==> src/rtl/morse_pkg.sv <==
// -----------------------------------------------------------------------------
// morse_pkg
// Shared types and constants for the Morse receive path:
//   - morse_state_t : receiver FSM states (IDLE, PRESS, GAP)
//   - CODE_*        : character code values used by the receiver and the LUT
//   - SYM_*         : symbol encoding shifted into the pattern register
//   - CNT_W/CNT_MAX : width and saturation value of the duration counter
// -----------------------------------------------------------------------------
package morse_pkg;

    typedef enum logic [1:0] {
        ST_IDLE  = 2'd0,
        ST_PRESS = 2'd1,
        ST_GAP   = 2'd2
    } morse_state_t;

    localparam logic [5:0] CODE_INVALID = 6'd63;
    localparam logic [5:0] CODE_DIGIT0  = 6'd26;

    localparam logic SYM_DOT  = 1'b0;
    localparam logic SYM_DASH = 1'b1;

    localparam int                CNT_W   = 16;
    localparam logic [CNT_W-1:0]  CNT_MAX = {CNT_W{1'b1}};

endpackage : morse_pkg

==> src/rtl/morse_lut.sv <==
// -----------------------------------------------------------------------------
// morse_lut
// Purely combinational translation of an accumulated Morse pattern into a
// 6-bit character code (A-Z = 0-25, digits 0-9 = 26-35, anything else = 63).
//
// Pattern convention: the first symbol keyed sits in bit (len-1), the most
// recent one in bit 0; dash = 1, dot = 0. Bits above len-1 are always zero
// because the pattern register starts cleared and only shifts left.
//
// Ports:
//   len     in  3  number of symbols collected (0..5)
//   pattern in  5  collected symbols
//   code    out 6  character code
// -----------------------------------------------------------------------------
module morse_lut
    import morse_pkg::*;
(
    input  logic [2:0] len,
    input  logic [4:0] pattern,
    output logic [5:0] code
);

    // ITU letter/digit table keyed on {len, pattern}
    always_comb begin
        code = CODE_INVALID;
        case ({len, pattern})
            // one symbol
            8'b001_00000: code = 6'd4;   // E .
            8'b001_00001: code = 6'd19;  // T -
            // two symbols
            8'b010_00000: code = 6'd8;   // I ..
            8'b010_00001: code = 6'd0;   // A .-
            8'b010_00010: code = 6'd13;  // N -.
            8'b010_00011: code = 6'd12;  // M --
            // three symbols
            8'b011_00000: code = 6'd18;  // S ...
            8'b011_00001: code = 6'd20;  // U ..-
            8'b011_00010: code = 6'd17;  // R .-.
            8'b011_00011: code = 6'd22;  // W .--
            8'b011_00100: code = 6'd3;   // D -..
            8'b011_00101: code = 6'd10;  // K -.-
            8'b011_00110: code = 6'd6;   // G --.
            8'b011_00111: code = 6'd14;  // O ---
            // four symbols
            8'b100_00000: code = 6'd7;   // H ....
            8'b100_00001: code = 6'd21;  // V ...-
            8'b100_00010: code = 6'd5;   // F ..-.
            8'b100_00100: code = 6'd11;  // L .-..
            8'b100_00110: code = 6'd15;  // P .--.
            8'b100_00111: code = 6'd9;   // J .---
            8'b100_01000: code = 6'd1;   // B -...
            8'b100_01001: code = 6'd23;  // X -..-
            8'b100_01010: code = 6'd2;   // C -.-.
            8'b100_01011: code = 6'd24;  // Y -.--
            8'b100_01100: code = 6'd25;  // Z --..
            8'b100_01101: code = 6'd16;  // Q --.-
            // five symbols: digits
            8'b101_11111: code = CODE_DIGIT0 + 6'd0;  // 0 -----
            8'b101_01111: code = CODE_DIGIT0 + 6'd1;  // 1 .----
            8'b101_00111: code = CODE_DIGIT0 + 6'd2;  // 2 ..---
            8'b101_00011: code = CODE_DIGIT0 + 6'd3;  // 3 ...--
            8'b101_00001: code = CODE_DIGIT0 + 6'd4;  // 4 ....-
            8'b101_00000: code = CODE_DIGIT0 + 6'd5;  // 5 .....
            8'b101_10000: code = CODE_DIGIT0 + 6'd6;  // 6 -....
            8'b101_11000: code = CODE_DIGIT0 + 6'd7;  // 7 --...
            8'b101_11100: code = CODE_DIGIT0 + 6'd8;  // 8 ---..
            8'b101_11110: code = CODE_DIGIT0 + 6'd9;  // 9 ----.
            default:      code = CODE_INVALID;
        endcase
    end

endmodule : morse_lut

==> src/rtl/morse_receiver.sv <==
// -----------------------------------------------------------------------------
// morse_receiver
// Front end of the Morse path: synchronises and debounces a telegraph key,
// times each press on a slow tick, classifies it as dot or dash, collects up
// to five symbols and emits one character code when the inter-letter gap
// expires.
//
// Parameters:
//   TICK_DIV         clk cycles per timing tick
//   DEB_TICKS        consecutive differing ticks needed to flip key_db
//   DOT_MAX_TICKS    press shorter than this is a dot, otherwise a dash
//   LETTER_GAP_TICKS released time that closes a letter
//
// Ports:
//   clk        in  1  system clock
//   res        in  1  asynchronous active-low reset
//   key_in     in  1  raw key, asynchronous, 1 = pressed
//   data_valid out 1  one-cycle strobe, char_data valid in that cycle
//   char_data  out 6  character code (holds until the next strobe)
// -----------------------------------------------------------------------------
module morse_receiver
    import morse_pkg::*;
#(
    parameter int TICK_DIV         = 100_000,
    parameter int DEB_TICKS        = 5,
    parameter int DOT_MAX_TICKS    = 200,
    parameter int LETTER_GAP_TICKS = 600
) (
    input  logic       clk,
    input  logic       res,
    input  logic       key_in,
    output logic       data_valid,
    output logic [5:0] char_data
);

    localparam int PRESC_W = (TICK_DIV > 1) ? $clog2(TICK_DIV) : 1;
    localparam int DEB_W   = (DEB_TICKS > 0) ? $clog2(DEB_TICKS + 1) : 1;

    localparam logic [PRESC_W-1:0] PRESC_LAST = PRESC_W'(TICK_DIV - 1);
    localparam logic [PRESC_W-1:0] PRESC_ONE  = PRESC_W'(1);
    localparam logic [DEB_W-1:0]   DEB_LAST   = DEB_W'(DEB_TICKS - 1);
    localparam logic [DEB_W-1:0]   DEB_ONE    = DEB_W'(1);
    localparam logic [CNT_W-1:0]   DOT_LIMIT  = CNT_W'(DOT_MAX_TICKS);
    localparam logic [CNT_W-1:0]   GAP_LAST   = CNT_W'(LETTER_GAP_TICKS - 1);
    localparam logic [CNT_W-1:0]   CNT_ONE    = CNT_W'(1);

    // ------------------------------------------------------------------
    // Declarations
    // ------------------------------------------------------------------
    logic                key_meta_q;
    logic                key_s_q;
    logic [PRESC_W-1:0]  presc_q, presc_d;
    logic                tick_s;
    logic [DEB_W-1:0]    deb_cnt_q, deb_cnt_d;
    logic                key_db_q, key_db_d;
    logic                key_db_dly_q;
    logic                rise_s, fall_s;
    logic [CNT_W-1:0]    cnt_q, cnt_d;
    logic                gap_done_s;
    morse_state_t        state_q, state_d;
    logic                cnt_clr_s;
    logic                sym_load_s;
    logic                sym_s;
    logic                sym_clr_s;
    logic                emit_s;
    logic [4:0]          pattern_q, pattern_d;
    logic [2:0]          len_q, len_d;
    logic                ovf_q, ovf_d;
    logic [5:0]          lut_code_s;
    logic                data_valid_q, data_valid_d;
    logic [5:0]          char_data_q, char_data_d;

    // ------------------------------------------------------------------
    // Synchroniser, prescaler and debouncer
    // ------------------------------------------------------------------

    // Two-flop synchroniser for the asynchronous key
    always_ff @(posedge clk or negedge res) begin
        if (!res) begin
            key_meta_q <= 1'b0;
            key_s_q    <= 1'b0;
        end else begin
            key_meta_q <= key_in;
            key_s_q    <= key_meta_q;
        end
    end

    assign tick_s = (presc_q == PRESC_LAST);

    // Prescaler next state: wrap at TICK_DIV-1, tick_s marks the wrap cycle
    always_comb begin
        presc_d = presc_q + PRESC_ONE;
        if (tick_s) begin
            presc_d = '0;
        end else begin
            presc_d = presc_q + PRESC_ONE;
        end
    end

    // Debouncer next state: flip only after DEB_TICKS consecutive differing ticks
    always_comb begin
        deb_cnt_d = deb_cnt_q;
        key_db_d  = key_db_q;
        if (tick_s) begin
            if (key_s_q != key_db_q) begin
                if (deb_cnt_q == DEB_LAST) begin
                    key_db_d  = ~key_db_q;
                    deb_cnt_d = '0;
                end else begin
                    deb_cnt_d = deb_cnt_q + DEB_ONE;
                end
            end else begin
                deb_cnt_d = '0;
            end
        end else begin
            deb_cnt_d = deb_cnt_q;
        end
    end

    // Prescaler and debouncer registers
    always_ff @(posedge clk or negedge res) begin
        if (!res) begin
            presc_q      <= '0;
            deb_cnt_q    <= '0;
            key_db_q     <= 1'b0;
            key_db_dly_q <= 1'b0;
        end else begin
            presc_q      <= presc_d;
            deb_cnt_q    <= deb_cnt_d;
            key_db_q     <= key_db_d;
            key_db_dly_q <= key_db_q;
        end
    end

    // Press and release use the same edge detector, so both ends of a press
    // see the same latency and measured durations are unbiased.
    assign rise_s = key_db_q & ~key_db_dly_q;
    assign fall_s = ~key_db_q & key_db_dly_q;

    // The gap closes on the tick that brings the count to LETTER_GAP_TICKS,
    // so the strobe register fires one cycle after that tick.
    assign gap_done_s = tick_s && (cnt_q == GAP_LAST);

    // ------------------------------------------------------------------
    // FSM
    // ------------------------------------------------------------------

    // FSM next state and per-cycle control strobes
    always_comb begin
        state_d    = state_q;
        cnt_clr_s  = 1'b0;
        sym_load_s = 1'b0;
        sym_s      = SYM_DOT;
        sym_clr_s  = 1'b0;
        emit_s     = 1'b0;
        case (state_q)
            ST_IDLE: begin
                if (rise_s) begin
                    state_d   = ST_PRESS;
                    cnt_clr_s = 1'b1;
                end else begin
                    state_d   = ST_IDLE;
                end
            end
            ST_PRESS: begin
                if (fall_s) begin
                    sym_load_s = 1'b1;
                    sym_s      = (cnt_q >= DOT_LIMIT) ? SYM_DASH : SYM_DOT;
                    state_d    = ST_GAP;
                    cnt_clr_s  = 1'b1;
                end else begin
                    state_d    = ST_PRESS;
                end
            end
            ST_GAP: begin
                // Emission wins over a coincident rise; that rise is dropped.
                if (gap_done_s) begin
                    emit_s    = 1'b1;
                    sym_clr_s = 1'b1;
                    state_d   = ST_IDLE;
                    cnt_clr_s = 1'b1;
                end else if (rise_s) begin
                    state_d   = ST_PRESS;
                    cnt_clr_s = 1'b1;
                end else begin
                    state_d   = ST_GAP;
                end
            end
            default: begin
                state_d   = ST_IDLE;
                sym_clr_s = 1'b1;
                cnt_clr_s = 1'b1;
            end
        endcase
    end

    // FSM state register
    always_ff @(posedge clk or negedge res) begin
        if (!res) begin
            state_q <= ST_IDLE;
        end else begin
            state_q <= state_d;
        end
    end

    // ------------------------------------------------------------------
    // Duration counter and symbol register
    // ------------------------------------------------------------------

    // Duration counter: cleared on transitions and while idle, saturating
    always_comb begin
        cnt_d = cnt_q;
        if (cnt_clr_s || (state_q == ST_IDLE)) begin
            cnt_d = '0;
        end else if (tick_s && (cnt_q != CNT_MAX)) begin
            cnt_d = cnt_q + CNT_ONE;
        end else begin
            cnt_d = cnt_q;
        end
    end

    // Symbol register: shift in new symbols, flag a sixth as overflow
    always_comb begin
        pattern_d = pattern_q;
        len_d     = len_q;
        ovf_d     = ovf_q;
        if (sym_clr_s) begin
            pattern_d = 5'd0;
            len_d     = 3'd0;
            ovf_d     = 1'b0;
        end else if (sym_load_s) begin
            if (len_q == 3'd5) begin
                ovf_d = 1'b1;
            end else begin
                pattern_d = {pattern_q[3:0], sym_s};
                len_d     = len_q + 3'd1;
            end
        end else begin
            pattern_d = pattern_q;
        end
    end

    // Counter and symbol registers
    always_ff @(posedge clk or negedge res) begin
        if (!res) begin
            cnt_q     <= '0;
            pattern_q <= 5'd0;
            len_q     <= 3'd0;
            ovf_q     <= 1'b0;
        end else begin
            cnt_q     <= cnt_d;
            pattern_q <= pattern_d;
            len_q     <= len_d;
            ovf_q     <= ovf_d;
        end
    end

    // ------------------------------------------------------------------
    // Output stage
    // ------------------------------------------------------------------
    morse_lut u_lut (
        .len     (len_q),
        .pattern (pattern_q),
        .code    (lut_code_s)
    );

    // Output next state: char_data only changes on an emit
    always_comb begin
        data_valid_d = emit_s;
        char_data_d  = char_data_q;
        if (emit_s) begin
            char_data_d = ovf_q ? CODE_INVALID : lut_code_s;
        end else begin
            char_data_d = char_data_q;
        end
    end

    // Output registers
    always_ff @(posedge clk or negedge res) begin
        if (!res) begin
            data_valid_q <= 1'b0;
            char_data_q  <= 6'd0;
        end else begin
            data_valid_q <= data_valid_d;
            char_data_q  <= char_data_d;
        end
    end

    assign data_valid = data_valid_q;
    assign char_data  = char_data_q;

endmodule : morse_receiver

==> config.mk <==
export PLATFORM = sky130hd
export DESIGN_NAME = morse_receiver
export DESIGN_NICKNAME = d
export VERILOG_FILES = /design/src/rtl/morse_pkg.sv /design/src/rtl/morse_lut.sv /design/src/rtl/morse_receiver.sv
export SDC_FILE = /design/constraint.sdc
export NUM_CORES = 1
export LEC_CHECK = 0
export ABC_AREA = 0
export CORE_MARGIN = 8
export CORE_UTILIZATION = 45
export CTS_CLUSTER_SIZE = 8
export DETAILED_ROUTE_END_ITERATION = 12
export GPL_TIMING_DRIVEN = 0
export HOLD_SLACK_MARGIN = 0.02
export PLACE_DENSITY = 0.72
export SETUP_SLACK_MARGIN = 0.02
export SLEW_MARGIN = 20
export SYNTH_ARGS = -nofsm -noshare
export SYNTH_HDL_FRONTEND = slang
export SYNTH_SLANG_ARGS = --single-unit
==> constraint.sdc <==
create_clock -name clk -period 1.7 [get_ports clk]
set_input_delay 0.34 -clock clk [delete_from_list [all_inputs] [get_ports clk]]
set_output_delay 0.34 -clock clk [all_outputs]
set_load 0.005 [all_outputs]
Word-level counts from Yosys, hierarchy flattened:

Index checks and enable logic that the tools add are counted.

* add/sub/neg operators: 4
* magnitude comparators: 1
* eq/ne operators: 45
* multiplexer cells: 32
* bitwise operators: 4
* reductions and logical operators: 11

Operators with widths (number)
* $pmux 6 s36: 1
* $eq 8x8->1 const B: 22
* $eq 8x7->1 const B: 12
* $mux 16: 2
* $add 17x1->17 const B: 1
* $eq 17x17->1 const B: 1
* $mux 17: 1
* $add 16x1->16 const B: 1
* $eq 16x10->1 const B: 1
* $eq 8x6->1 const B: 2
* $ge 16x8->1 const B: 1
* $ne 16x16->1 const B: 1
* $mux 3: 5
* $mux 5: 3
* $mux 1: 13
* $add 3x1->3 const B: 2
* $eq 3x3->1 const B: 2
* $mux 2: 3
* $mux 6: 1
* $pmux 2 s3: 1
* $reduce_bool 2->1: 3
* $reduce_and 2->1: 2
* $pmux 1 s3: 1
* $reduce_and 3->1: 1
* other kinds (11): 14

* bits in registers: 58
* output and inout bits: 7
* logic and storage cells: 110

Depth between registers and ports, before layout:

* depth after elaboration: 7
* gate-level depth with buffers: 8
* depth with buffers taken out: 7

Cells and area by module:

Synthesis repeated with hierarchy kept, for this count alone.

* cell total of the unflattened synthesis: 391
* area, all modules: 3704.8 µm²

By module, submodules not included
* morse_receiver: times used 1, cells an instance 277, area an instance 2969.1 µm²
* morse_lut: times used 1, cells an instance 114, area an instance 735.7 µm²

Worst setup path after synthesis:

Ideal clock, no wire load.

* kind: register to register
* start point: register presc_q[0]
* end point: register cnt_q[10]
* setup time: 118 ps
* arrival time: 1647 ps
* required time: 1582 ps
* slack: -65 ps
* stages on the path, launching flop included: 9
* buffers on the path: 2
* cells stage by stage: dfrtp_1 ha_1 and4_1 buf_2 nand4_2 nor2_2 o22a_2 buf_4 nor2_1

* longest elaborated chain between the ends: 6
* elaborated cells between the ends (all ways): 8

RTL lines
* start, declared: RTL line morse_receiver.sv:52 `logic [PRESC_W-1:0] presc_q, presc_d;`
* start signal, assigned: RTL line morse_receiver.sv:128 `presc_q <= presc_d;`
* $eq 17x17->1 *: RTL line morse_receiver.sv:88 `assign tick_s = (presc_q == PRESC_LAST);`
* $logic_and 1x1->1: RTL line morse_receiver.sv:142 `assign gap_done_s = tick_s && (cnt_q == GAP_LAST);`
* $mux 1: RTL line morse_receiver.sv:177 `if (gap_done_s) begin`
* $pmux 1 s3: RTL line morse_receiver.sv:156 `case (state_q)`
* $logic_or 1x1->1: RTL line morse_receiver.sv:213 `if (cnt_clr_s || (state_q == ST_IDLE)) begin`
* $mux 16 or $reduce_bool 2->1 (tied branches)
* end signal, assigned: RTL line morse_receiver.sv:251 `cnt_q <= cnt_d;`
* end, declared: RTL line morse_receiver.sv:58 `logic [CNT_W-1:0] cnt_q, cnt_d;`

Every way passes the cells marked *; elsewhere a longest branch is shown, timed or not.
A chain may end at the register's enable or synchronous reset.

Final worst setup path:

* start point: register pattern_q[3]
* end point: register char_data_q[2], in the netlist char_data[2]

* longest elaborated chain between the ends: 3
* elaborated cells between the ends (all ways): 38

RTL lines
* start, declared: RTL line morse_receiver.sv:66 `logic [4:0] pattern_q, pattern_d;`
* start signal, assigned: RTL line morse_receiver.sv:252 `pattern_q <= pattern_d;`
* $eq 8x8->1, or another cell as far along: RTL line morse_lut.sv:26 `case ({len, pattern})`
* $pmux 6 s36 *: RTL line morse_lut.sv:26
* $mux 6 *: RTL line morse_receiver.sv:272 `char_data_d = ovf_q ? CODE_INVALID : lut_code_s;`
* end signal, assigned: RTL line morse_receiver.sv:285 `char_data_q <= char_data_d;`
* end, declared: RTL line morse_receiver.sv:71 `logic [5:0] char_data_q, char_data_d;`

Marks and branches as above.

==> impl_metrics.xml <==
<?xml version="1.0" encoding="UTF-8"?>
<metrics>
  <group name="global_routing">
    <metric name="grt.overflow.total" unit="">0</metric>
    <metric name="global_route_wire_length_before_repair" unit="mm">14.3</metric>
    <metric name="antenna_found_initial" unit="">0</metric>
    <metric name="first_global_vias" unit="">3096</metric>
    <metric name="maximum_number_of_pins_on_one_net_before_global_route_repair" unit="">59</metric>
    <metric name="grt_usage" unit="%">15.7</metric>
  </group>
  <group name="clock_tree">
    <metric name="cts_root_buf" unit="">sky130_fd_sc_hd__clkbuf_8</metric>
    <metric name="clock_latency" unit="ns">0.34</metric>
    <metric name="clock_tree_from_tritoncts" unit="">yes</metric>
    <metric name="post_cts_hold_buffer_count" unit="">0</metric>
    <metric name="max-clock-path-buffers" unit="">2</metric>
    <metric name="tritoncts.num_buffers" unit="">9</metric>
    <metric name="clock-sinks" unit="">58</metric>
    <metric name="maximum_level_of_the_cts_h_tree" unit="">3</metric>
    <metric name="worst_setup_hold_path_clk_slew" unit="ns">0.07</metric>
  </group>
  <group name="timing">
    <metric name="timing_max_transition_violations_final" unit="">0</metric>
    <metric name="fin_worst_skew" unit="ns">0.00907</metric>
    <metric name="finalSetupViolations" unit="">32</metric>
    <metric name="worst_slack" unit="ns">-0.195</metric>
    <metric name="timing.slew.headroom" unit="%">51.5</metric>
    <metric name="timing_worst_slew_pin_value" unit="ns">0.727</metric>
    <metric name="fmax" unit="GHz">0.528</metric>
    <metric name="hold_viol_final" unit="">0</metric>
    <metric name="setup_repair_after_global_routing_missed_its_margin" unit="">yes</metric>
    <metric name="finalWorstPathRequiredPeriod" unit="ns">1.89</metric>
    <metric name="finalCritPeriodShare" unit="%">111</metric>
  </group>
  <group name="yosys">
    <metric name="synth.cell_area" unit="sq um">3470</metric>
    <metric name="ys_seq_elements" unit="">58</metric>
    <metric name="net_count_synth" unit="">383</metric>
    <metric name="synth_area_per_cell" unit="sq um">9.31</metric>
    <metric name="seq_area_frac_synth" unit="%">41.8</metric>
    <metric name="postSynth.asyncResetShare" unit="%">100</metric>
    <metric name="number_of_enable_flip_flop_cells_after_synthesis" unit="">0</metric>
    <metric name="synthFlopType" unit="">sky130_fd_sc_hd__dfrtp_1</metric>
    <metric name="syn_inst" unit="">373</metric>
    <metric name="number_of_library_cell_types_mapped_by_synthesis" unit="">64</metric>
    <metric name="yosys_warnings" unit="">0</metric>
  </group>
  <group name="floorplanning">
    <metric name="die_y" unit="um">104</metric>
    <metric name="num_rows" unit="">32</metric>
    <metric name="initial_cell_density_of_the_core" unit="%">45.7</metric>
    <metric name="dieArea" unit="sq um">10800</metric>
    <metric name="die_w" unit="um">104</metric>
    <metric name="coreArea" unit="sq um">7610</metric>
    <metric name="design.portCount" unit="">10</metric>
  </group>
  <group name="placement">
    <metric name="io_buffer_count" unit="">9</metric>
    <metric name="finalWeightedCongestion" unit="">0.933</metric>
    <metric name="placedInstanceArea" unit="sq um">3710</metric>
    <metric name="dp_worst_setup_slack" unit="ns">-0.301</metric>
    <metric name="detailed_place_hpwl" unit="mm">5.35</metric>
  </group>
  <group name="setup_path">
    <metric name="critical_path.endpoint" unit="">char_data[2]</metric>
    <metric name="timing.setup.critical_path_class" unit="">reg2reg</metric>
    <metric name="cp-start-kind" unit="">register</metric>
    <metric name="worst-endpoint-arrival" unit="ns">2.11</metric>
    <metric name="critPathLaunch" unit="">pattern_q[3]</metric>
    <metric name="worst_path_largest_cell_delay" unit="ns">0.45</metric>
    <metric name="worst_r2r_startpoint" unit="">pattern_q[3]</metric>
    <metric name="critPathCaptureType" unit="">register</metric>
    <metric name="critical_path_fanouts_max" unit="">5</metric>
    <metric name="r2r.worst_path.cells" unit="">5</metric>
    <metric name="rrSetupSlack" unit="ns">-0.19</metric>
    <metric name="worstPathCellList" unit="">or3_4 -&gt; or2_0 -&gt; o32a_1 -&gt; a211oi_4 -&gt; a21oi_1</metric>
    <metric name="critical_path_required" unit="ns">1.92</metric>
    <metric name="timing.critical_path.slowest_stage_cell" unit="">sky130_fd_sc_hd__or3_4</metric>
    <metric name="r2r-end" unit="">char_data[2]</metric>
  </group>
  <group name="power">
    <metric name="static-leakage-power" unit="nW">1.91</metric>
    <metric name="powerDensity" unit="nW/um^2">543</metric>
    <metric name="peak_supply_drop" unit="uV">472</metric>
    <metric name="totalPowerFinal" unit="mW">2.53</metric>
  </group>
  <group name="drt">
    <metric name="first_iter_violations" unit="">180</metric>
    <metric name="detail_route.drc_violations" unit="">0</metric>
    <metric name="wl" unit="mm">9.06</metric>
    <metric name="vias_per_cell" unit="">5.79</metric>
    <metric name="wire_per_inst" unit="um">16.8</metric>
    <metric name="via_count" unit="">3132</metric>
    <metric name="antenna_left" unit="">0</metric>
    <metric name="first_pass_iters" unit="">5</metric>
  </group>
  <group name="outcome">
    <metric name="failing_checks" unit="">negative setup slack</metric>
    <metric name="run_status" unit="">finished with violations</metric>
  </group>
  <group name="layout">
    <metric name="drive_above_1_share" unit="%">36.9</metric>
    <metric name="final_cell_mix" unit="">sky130_fd_sc_hd__dfrtp_1 (49), sky130_fd_sc_hd__buf_4 (38), sky130_fd_sc_hd__nor2_1 (35), sky130_fd_sc_hd__nand2_1 (27)</metric>
    <metric name="area.growth.synth_to_final" unit="%">34.1</metric>
    <metric name="core_utilization_of_the_finished_layout" unit="%">61.2</metric>
    <metric name="insertedDiodeCount" unit="">0</metric>
    <metric name="postLayoutCellArea" unit="sq um">4660</metric>
    <metric name="mostFrequentLayoutCell" unit="">sky130_fd_sc_hd__dfrtp_1</metric>
    <metric name="nets" unit="">444</metric>
  </group>
  <group name="flow_run">
    <metric name="maximum_capacitance_violations" unit="">0</metric>
  </group>
  <group name="hold_path">
    <metric name="timing.hold.worst.class" unit="">in2async</metric>
  </group>
</metrics>
[power breakdown]
part | internal [mW] | leakage [nW] | total, mW | switching, mW
clock | 0.560 | 0.0851 | 1.11 | 0.553
sequential | 1.38 | 0.777 | 1.38 | 0.00163
combinational | 0.00423 | 1.05 | 0.0312 | 0.0270
[area by class of cell]
type                       instances  area (sq um)
buffer                            19           144
clock buffer                      11           141
clock inverter                     5          30.0
fill                             597          2950
inverter                           9          37.5
multi-input combinational        286          2260
sequential                        58          1460
tap                              102           128
timing repair buffer              51           449
[synth_stat cells (all sizes together), types with 2 or more instances]
master  instances  area, sq um
nand4          15          106
o22ai           2         12.5
and3            3         18.8
ha              7         87.6
and4bb          2         25.0
nor4b           3         32.5
a211oi          7         62.6
a31oi           3         18.8
a21oi          17          100
nand4b          3         41.3
buf            16         78.8
nand3          18         90.1
and2            4         25.0
clkbuf          4         15.0
and4            2         20.0
nor2           54          205
nor3           11         66.3
mux2i           8         80.1
inv             9         33.8
xnor2          15          131
nor4            7         73.8
nand2b          4         25.0
nand3b          4         30.0
o21ai          11         55.1
o32ai           2         17.5
and4b           3         30.0
or3             6         37.5
nor3b           2         20.0
o211ai          2         15.0
o31ai           4         35.0
nor2b           4         25.0
xor2           18          158
dfrtp          58         1450
nand2          30          113
[flip-flops by register name, indices dropped and copies added (netlist names)]
register / cells
state_q: 2
presc_q: 17
key_meta_q: 1
cnt_q: 16
len_q: 3
data_valid: 1
deb_cnt_q: 3
key_s_q: 1
key_db_dly_q: 1
key_db_q: 1
pattern_q: 5
ovf_q: 1
char_data: 6
[metal layers]
metal  wire length (um)  GRT usage, %  share of wire, %  up-vias
met5                  0             0                 0        -
met1               3710          18.1                41     1526
met3                377          3.16               4.2       37
met4                312          8.48               3.4        0
met2               4670          26.9                51      111
li1                   -             -                 -     1458
[cells by family after synthesis]
group	after synthesis	share of synthesized area, %
AOI/OAI and AO/OA	58	11.7
xor gates and xnor gates	33	8.32
adders and majority gates	7	2.52
buffers and inverters	29	3.67
DFF	58	41.8
muxes	9	2.63
and+or+nand+nor	179	29.4
[critical path, delay by kind of cell, from the launching register on]
family | cells | cell delay, ns
AO/OA/AOI/OAI | 3 | 0.67
AND/OR/NAND/NOR | 2 | 0.67
flip-flops | 1 | 0.44
[worst min-delay path by stage]
stage / endpoint / slack [ns] / cells after the start
floorplan: char_data[0] / 0.04 / 0
global placement: key_s_q / 0.33 / 0
detailed placement: key_s_q / 0.34 / 0
CTS: char_data[1] / 0.08 / 1
global route: char_data[4] / 0.11 / 1
finish: char_data[1] / 0.05 / 1
[stage by stage]
stage	TNS, ns	hold WS, ns	std cells
2_1_floorplan	-0.334	0.0444	373
4_1_cts	-2.49	0.0752	525
3_3_place_gp	-90.44	0.334	484
6_report	-4.05	0.0473	541
3_5_place_dp	-7.99	0.342	484
5_1_grt	-6.56	0.110	541
[repair_timing]
action	4_1_cts	5_1_grt
pin swaps	25	32
cloned	1	1
gates resized for setup	52	71
setup buffers	24	16
setup endpoints to repair	44	41
(Power assumes the default switching activity.)
